### src/rtl/bus_demux_regbank_pkg.sv
// Shared constants and helpers for the 8-entry write-side register bank.
// Optional build macro: UL8_REG0_ZERO_EN (register 0 hardwired to zero).
package ul8_bus_pkg;

  localparam int DEF_DATA_W = 8;
  localparam int SEL_W      = 3;
  localparam int NUM_REGS   = 8;

  localparam logic [SEL_W-1:0] REG_0 = 3'd0;
  localparam logic [SEL_W-1:0] REG_1 = 3'd1;
  localparam logic [SEL_W-1:0] REG_2 = 3'd2;
  localparam logic [SEL_W-1:0] REG_3 = 3'd3;
  localparam logic [SEL_W-1:0] REG_4 = 3'd4;
  localparam logic [SEL_W-1:0] REG_5 = 3'd5;
  localparam logic [SEL_W-1:0] REG_6 = 3'd6;
  localparam logic [SEL_W-1:0] REG_7 = 3'd7;

  function automatic logic [NUM_REGS-1:0] sel_hot(
    input logic [SEL_W-1:0] s
  );
    logic [NUM_REGS-1:0] one;
    one = {{(NUM_REGS-1){1'b0}}, 1'b1};
    return one << s;
  endfunction

endpackage

### src/rtl/bus_demux_regbank_if.sv
// Write port, commit/clear controls and bank outputs of the register bank.
// slave: seen by the bank; master: seen by the producer / bus mux side.
interface bus_demux_regbank_if
  import ul8_bus_pkg::*;
#(
  parameter int DATA_W = DEF_DATA_W
);

  logic                wr_valid;
  logic [SEL_W-1:0]    wr_sel;
  logic [DATA_W-1:0]   wr_data;
  logic                wr_ready;
  logic                commit_en;
  logic                clr_dirty;
  logic [NUM_REGS-1:0] dirty;
  logic                pending;
  logic [DATA_W-1:0]   out_0;
  logic [DATA_W-1:0]   out_1;
  logic [DATA_W-1:0]   out_2;
  logic [DATA_W-1:0]   out_3;
  logic [DATA_W-1:0]   out_4;
  logic [DATA_W-1:0]   out_5;
  logic [DATA_W-1:0]   out_6;
  logic [DATA_W-1:0]   out_7;

  modport slave (
    input  wr_valid, wr_sel, wr_data,
    input  commit_en, clr_dirty,
    output wr_ready, dirty, pending,
    output out_0, out_1, out_2, out_3,
    output out_4, out_5, out_6, out_7
  );

  modport master (
    output wr_valid, wr_sel, wr_data,
    output commit_en, clr_dirty,
    input  wr_ready, dirty, pending,
    input  out_0, out_1, out_2, out_3,
    input  out_4, out_5, out_6, out_7
  );

endinterface

### src/rtl/bus_demux_regbank_stage.sv
// One-entry valid/ready staging slot: accepts a write, holds it until retired.
// Ports: in_* write port, take_i retire permit, pend/sel/data staged entry, retire_o.
module bus_stage
  import ul8_bus_pkg::*;
#(
  parameter int DATA_W = DEF_DATA_W
) (
  input  logic              clk,
  input  logic              rst,
  input  logic              in_valid_i,
  input  logic [SEL_W-1:0]  in_sel_i,
  input  logic [DATA_W-1:0] in_data_i,
  output logic              in_ready_o,
  input  logic              take_i,
  output logic              pend_o,
  output logic [SEL_W-1:0]  sel_o,
  output logic [DATA_W-1:0] data_o,
  output logic              retire_o
);

  logic              pend_q, pend_d;
  logic [SEL_W-1:0]  sel_q, sel_d;
  logic [DATA_W-1:0] data_q, data_d;
  logic              accept;

  // A retiring entry frees the slot in the same cycle.
  assign in_ready_o = !pend_q || take_i;
  assign accept     = in_valid_i && in_ready_o;
  assign retire_o   = pend_q && take_i;

  always_comb begin
    pend_d = pend_q;
    sel_d  = sel_q;
    data_d = data_q;
    if (accept) begin
      pend_d = 1'b1;
      sel_d  = in_sel_i;
      data_d = in_data_i;
    end else if (retire_o) begin
      pend_d = 1'b0;
    end
  end

  always_ff @(posedge clk) begin
    if (rst) begin
      pend_q <= 1'b0;
      sel_q  <= '0;
      data_q <= '0;
    end else begin
      pend_q <= pend_d;
      sel_q  <= sel_d;
      data_q <= data_d;
    end
  end

  assign pend_o = pend_q;
  assign sel_o  = sel_q;
  assign data_o = data_q;

endmodule

### src/rtl/bus_demux_regbank.sv
// Routes one staged bus value into one of 8 registers on commit; tracks dirty.
// Ports: clk, rst (sync, active-high), bus (slave). Macro: UL8_REG0_ZERO_EN.
module bus_demux_regbank
  import ul8_bus_pkg::*;
#(
  parameter int                DATA_W    = DEF_DATA_W,
  parameter logic [DATA_W-1:0] RESET_VAL = '0
) (
  input logic                 clk,
  input logic                 rst,
  bus_demux_regbank_if.slave  bus
);

  logic              retire;
  logic              stg_pend;
  logic [SEL_W-1:0]  stg_sel;
  logic [DATA_W-1:0] stg_data;

  bus_stage #(
    .DATA_W (DATA_W)
  ) u_stage (
    .clk        (clk),
    .rst        (rst),
    .in_valid_i (bus.wr_valid),
    .in_sel_i   (bus.wr_sel),
    .in_data_i  (bus.wr_data),
    .in_ready_o (bus.wr_ready),
    .take_i     (bus.commit_en),
    .pend_o     (stg_pend),
    .sel_o      (stg_sel),
    .data_o     (stg_data),
    .retire_o   (retire)
  );

  logic [DATA_W-1:0]   bank_q [NUM_REGS];
  logic [DATA_W-1:0]   bank_d [NUM_REGS];
  logic [NUM_REGS-1:0] dirty_q, dirty_d;
  logic [NUM_REGS-1:0] wr_hot;

  always_comb begin
    wr_hot = '0;
    if (retire) begin
      wr_hot = sel_hot(stg_sel);
    end
`ifdef UL8_REG0_ZERO_EN
    // Commit to reg 0 still retires, but lands nowhere.
    wr_hot[REG_0] = 1'b0;
`endif
  end

  always_comb begin
    for (int i = 0; i < NUM_REGS; i++) begin
      bank_d[i] = bank_q[i];
      if (wr_hot[i]) begin
        bank_d[i] = stg_data;
      end
    end
  end

  // Commit beats clear on the same edge.
  always_comb begin
    dirty_d = bus.clr_dirty ? '0 : dirty_q;
    dirty_d = dirty_d | wr_hot;
  end

  always_ff @(posedge clk) begin
    if (rst) begin
      for (int i = 0; i < NUM_REGS; i++) begin
        bank_q[i] <= RESET_VAL;
      end
      dirty_q <= '0;
    end else begin
      for (int i = 0; i < NUM_REGS; i++) begin
        bank_q[i] <= bank_d[i];
      end
      dirty_q <= dirty_d;
    end
  end

  assign bus.dirty   = dirty_q;
  assign bus.pending = stg_pend;

`ifdef UL8_REG0_ZERO_EN
  assign bus.out_0 = '0;
`else
  assign bus.out_0 = bank_q[REG_0];
`endif
  assign bus.out_1 = bank_q[REG_1];
  assign bus.out_2 = bank_q[REG_2];
  assign bus.out_3 = bank_q[REG_3];
  assign bus.out_4 = bank_q[REG_4];
  assign bus.out_5 = bank_q[REG_5];
  assign bus.out_6 = bank_q[REG_6];
  assign bus.out_7 = bank_q[REG_7];

endmodule

### src/flat_wrapper.sv
// flat-port wrapper written by rule: the top's interface ports become plain ports
module bus_demux_regbank_flat import ul8_bus_pkg::*;
#(
  parameter int                DATA_W    = DEF_DATA_W,
  parameter logic [DATA_W-1:0] RESET_VAL = '0
)
  (clk, rst, bus_wr_valid, bus_wr_sel, bus_wr_data, bus_commit_en, bus_clr_dirty, bus_wr_ready, bus_dirty, bus_pending, bus_out_0, bus_out_1, bus_out_2, bus_out_3, bus_out_4, bus_out_5, bus_out_6, bus_out_7);
  bus_demux_regbank_if #(.DATA_W(DATA_W)) bus_i ();
  input logic clk;
  input logic rst;
  input wire logic [$bits(bus_i.wr_valid)-1:0] bus_wr_valid;
  input wire logic [$bits(bus_i.wr_sel)-1:0] bus_wr_sel;
  input wire logic [$bits(bus_i.wr_data)-1:0] bus_wr_data;
  input wire logic [$bits(bus_i.commit_en)-1:0] bus_commit_en;
  input wire logic [$bits(bus_i.clr_dirty)-1:0] bus_clr_dirty;
  output wire logic [$bits(bus_i.wr_ready)-1:0] bus_wr_ready;
  output wire logic [$bits(bus_i.dirty)-1:0] bus_dirty;
  output wire logic [$bits(bus_i.pending)-1:0] bus_pending;
  output wire logic [$bits(bus_i.out_0)-1:0] bus_out_0;
  output wire logic [$bits(bus_i.out_1)-1:0] bus_out_1;
  output wire logic [$bits(bus_i.out_2)-1:0] bus_out_2;
  output wire logic [$bits(bus_i.out_3)-1:0] bus_out_3;
  output wire logic [$bits(bus_i.out_4)-1:0] bus_out_4;
  output wire logic [$bits(bus_i.out_5)-1:0] bus_out_5;
  output wire logic [$bits(bus_i.out_6)-1:0] bus_out_6;
  output wire logic [$bits(bus_i.out_7)-1:0] bus_out_7;
  assign bus_i.wr_valid = bus_wr_valid;
  assign bus_i.wr_sel = bus_wr_sel;
  assign bus_i.wr_data = bus_wr_data;
  assign bus_i.commit_en = bus_commit_en;
  assign bus_i.clr_dirty = bus_clr_dirty;
  assign bus_wr_ready = bus_i.wr_ready;
  assign bus_dirty = bus_i.dirty;
  assign bus_pending = bus_i.pending;
  assign bus_out_0 = bus_i.out_0;
  assign bus_out_1 = bus_i.out_1;
  assign bus_out_2 = bus_i.out_2;
  assign bus_out_3 = bus_i.out_3;
  assign bus_out_4 = bus_i.out_4;
  assign bus_out_5 = bus_i.out_5;
  assign bus_out_6 = bus_i.out_6;
  assign bus_out_7 = bus_i.out_7;
  bus_demux_regbank #(.DATA_W(DATA_W), .RESET_VAL(RESET_VAL)) u_core (.clk(clk), .rst(rst), .bus(bus_i));
endmodule
### config.mk
export PLATFORM = sky130hd
export DESIGN_NAME = bus_demux_regbank_flat
export DESIGN_NICKNAME = d
export VERILOG_FILES = /design/src/rtl/bus_demux_regbank_pkg.sv /design/src/rtl/bus_demux_regbank_if.sv /design/src/rtl/bus_demux_regbank_stage.sv /design/src/rtl/bus_demux_regbank.sv /design/src/flat_wrapper.sv
export SDC_FILE = /design/constraint.sdc
export NUM_CORES = 1
export LEC_CHECK = 0
export CAP_MARGIN = 20
export CORE_ASPECT_RATIO = 0.6
export CORE_MARGIN = 5
export CORE_UTILIZATION = 30
export DETAILED_ROUTE_END_ITERATION = 8
export SETUP_SLACK_MARGIN = 0.05
export SLEW_MARGIN = 20
export SYNTH_ARGS = -nofsm -noshare
export SYNTH_HDL_FRONTEND = slang
export SYNTH_SLANG_ARGS = --single-unit
export TNS_END_PERCENT = 5
### constraint.sdc
create_clock -name clk -period 4 [get_ports clk]
set_clock_uncertainty 0.2 [all_clocks]
set_input_delay 0.8 -clock clk [delete_from_list [all_inputs] [get_ports clk]]
set_output_delay 0.8 -clock clk [all_outputs]
set_load 0.01 [all_outputs]
==> impl_metrics.yaml <==
outcome:
  status: "finished, final reports clean"
cts:
  clockBufferDepth: 2
  cts_tree: "done"
  numCtsBuffers: 9
  cts.htree.levels: 3
  cts_sinks: 84
  root_buffer: "clkbuf_16"
  clk_pin_slew_ns: 0.06
  clk_latency_ns: 0.33
  post_cts_resized: 0
  cts_hold_buf: 0
  postCtsSetupBuffers: 0
final_layout:
  antenna_cells: 0
  finalInstanceArea_um2: 4560
  final_cell_mix: "clkdlybuf4s50_1 (88), dfxtp_1 (84), nand2b_1 (65), mux2i_1 (64), a21oi_1 (20)"
  n_fill_cell: 1005
  area_delta_synth_final_pct: 36.7
  layout_commonest_cell: "clkdlybuf4s50_1"
  drive_above_1_share_pct: 8.61
  nets: 406
setup_path:
  ff2ff_path_depth: 3
  critPathCaptureType: "output port"
  crit_family: "buffers and inverters"
  worstSetupStartpointType: "primary input"
  rrSetupSlack_ns: 2.01
  path_cells: "clkdlybuf4s50_1 > nor2b_1 > inv_1 > clkdlybuf4s50_1"
  crit_path_frequent_cell: "clkdlybuf4s50_1"
  crit_cells: 4
  r2r_end: "u_core.bank_q[0][10]$_SDFFE_PP0P_"
  cp.required_ns: 3.00
  reg2reg_from: "u_core.u_stage.pend_o$_SDFFE_PP0P_"
  startpoint: "bus_commit_en"
  cp_num_buf_inv: 3
  crit_fanout: 12
  setup.worst_path.end: "bus_wr_ready"
  crit_type: "primary input to output port"
  slowest_stage: "nor2b_1"
  worstPathArrival_ns: 2.52
  crit_path_max_incr_delay_ns: 0.57
routing:
  drt_wl_total_um: 8660
  detail_route.wl_per_cell_um: 16.2
  drtAntennaViolNets: 0
  drt_iter0_markers: 104
  vias_per_cell: 4.49
  vias: 2398
  route.detailed.drc: 0
  first_pass_iters: 4
place:
  hpwl_um: 6040
  gp_congestion: 0.725
  place_area_um2: 4250
  port_buffers: 89
floorplanning:
  fp-row-count: 29
  start_util_pct: 31.2
  ioPinCount: 90
  dieWidth_um: 146
  die_h_um: 91.7
  coreArea_um2: 10700
  dieArea_um2: 13400
global_routing:
  overflow: 0
  grt_pass1_wl_um: 14100
  first_global_vias: 2445
  grt_max_degree: 57
  antenna_found_initial: 0
  grt_use_total_pct: 13.5
logic_synthesis:
  synthArstFlopShare_pct: 0
  ys_types: 24
  syn_area_um2: 3340
  synth_edf_count: 0
  ys_ff_latch: 84
  synth_flop_cell: "dfxtp_1"
  postSynthAreaPerCell_um2: 10.5
  syn_inst: 318
  synthesis.nets: 334
  yosysWarnings: 0
  seq_area_frac_synth_pct: 50.4
timing:
  rsz0062_at_grt: "false"
  slew_headroom_pct: 47.0
  finalSetupViolations: 0
  fin_crit_sh_pct: 88.0
  hold_viol_final: 0
  worst_slew_pin_slew_ns: 0.795
  clock.fmax_mhz: 284
  setup_tns_ns: 0
  drv_slew: 0
  whs_ns: 0.269
  fin_crit_ns: 3.52
power:
  internal_power_uw: 1450
  sw_frac_of_total_pct: 20.4
  seqPwrFrac_pct: 46.8
  powerDensity_nw_per_um2: 399
  power_frac_comb_pct: 4.9
  ir_drop_mv: 0.188
  clockPowerShare_pct: 48.2
  power.leakage_uw: 0.00192
  p_sw_uw: 372
run:
  maxCapViolations: 0
min_path:
  hold_class: "flop to flop"
## worst register-to-register path, cell delays in order, from the launching register on
cell and delay, ns:
dfxtp_1 0.41, nor2b_1 0.34, nand4_1 0.60, mux2i_1 0.35
## registers in the layout, indices dropped and copies added (netlist names)
name	cells
u_core.u_stage.data_o	8
u_core.u_stage.pend_o	1
u_core.u_stage.sel_o	3
u_core.bank_q	64
u_core.bus.dirty	8
## routing by layer
metal	part of all wire (%)	GRT usage, %	up-vias
met5	0	0	-
met4	0.98	3.29	0
met3	7.6	6.16	9
met2	40	18.5	64
met1	51	19.1	1128
li1	-	-	1197
## worst min path at each step
| stage | start | to | cells after the start |
|---|---|---|---|
| after CTS | u_core.u_stage.data_o[3]$_SDFFE_PP0P_ | u_core.u_stage.data_o[3]$_SDFFE_PP0P_ | 2 |
| after global placement | u_core.bank_q[0][3]$_SDFFE_PP0P_ | u_core.bank_q[0][3]$_SDFFE_PP0P_ | 2 |
| after global routing | u_core.u_stage.data_o[7]$_SDFFE_PP0P_ | u_core.u_stage.data_o[7]$_SDFFE_PP0P_ | 2 |
| final | u_core.u_stage.data_o[3]$_SDFFE_PP0P_ | u_core.u_stage.data_o[3]$_SDFFE_PP0P_ | 2 |
| after detailed placement | u_core.u_stage.data_o[3]$_SDFFE_PP0P_ | u_core.u_stage.data_o[3]$_SDFFE_PP0P_ | 2 |
| after floorplan | u_core.u_stage.data_o[0]$_SDFFE_PP0P_ | u_core.u_stage.data_o[0]$_SDFFE_PP0P_ | 2 |
## power groups by stage
stage                     clock network, uW  logic [uW]  registers [uW]
after floorplan                           0        55.5             871
after global placement                    0        90.1             871
after detailed placement                  0        91.2             871
after CTS                               896        91.4             853
after global routing                    950        99.7             854
final                                   879        90.1             853
## synthesized netlist by cell type, types with 4 or more instances
master / count / area [um2]
a21oi_1: 20 / 100
buf_2: 7 / 35.0
buf_6: 4 / 45.0
clkbuf_1: 11 / 41.3
clkbuf_2: 6 / 30.0
dfxtp_1: 84 / 1680
mux2i_1: 64 / 641
nand2b_1: 65 / 407
nand3_1: 13 / 65.1
o21ai_0: 11 / 55.1
or2b_2: 12 / 105
## cell type report
type | count | area (um2) | area share (%)
tap | 139 | 174 | 3.81
clock buffer | 11 | 243 | 5.32
clock inverter | 5 | 75.1 | 1.64
timing repair buffer | 91 | 901 | 19.7
inverter | 3 | 11.3 | 0.247
multi-input combinational | 201 | 1480 | 32.4
sequential | 84 | 1680 | 36.8
## metrics by stage
step	setup slack (ns)	instances	total power [uW]	util, %
finish	0.479	534	1820	42.6
global route	0.323	534	1900	42.6
CTS	0.476	534	1840	42.6
detailed placement	0.491	518	963	39.7
global placement	0.500	518	961	39.7
floorplan	1.80	318	927	-
## kinds of logic (layout without fill, tap and decap cells)
logic type / Yosys count / count (layout) / share of synthesized area (%)
muxes: 64 / 64 / 19.2
DFF: 84 / 84 / 50.4
and+or+nand+nor: 106 / 106 / 20.5
buffers and inverters: 33 / 110 / 5.32
AOI/OAI and AO/OA: 31 / 31 / 4.65
Power figures use the tool's default switching activity.
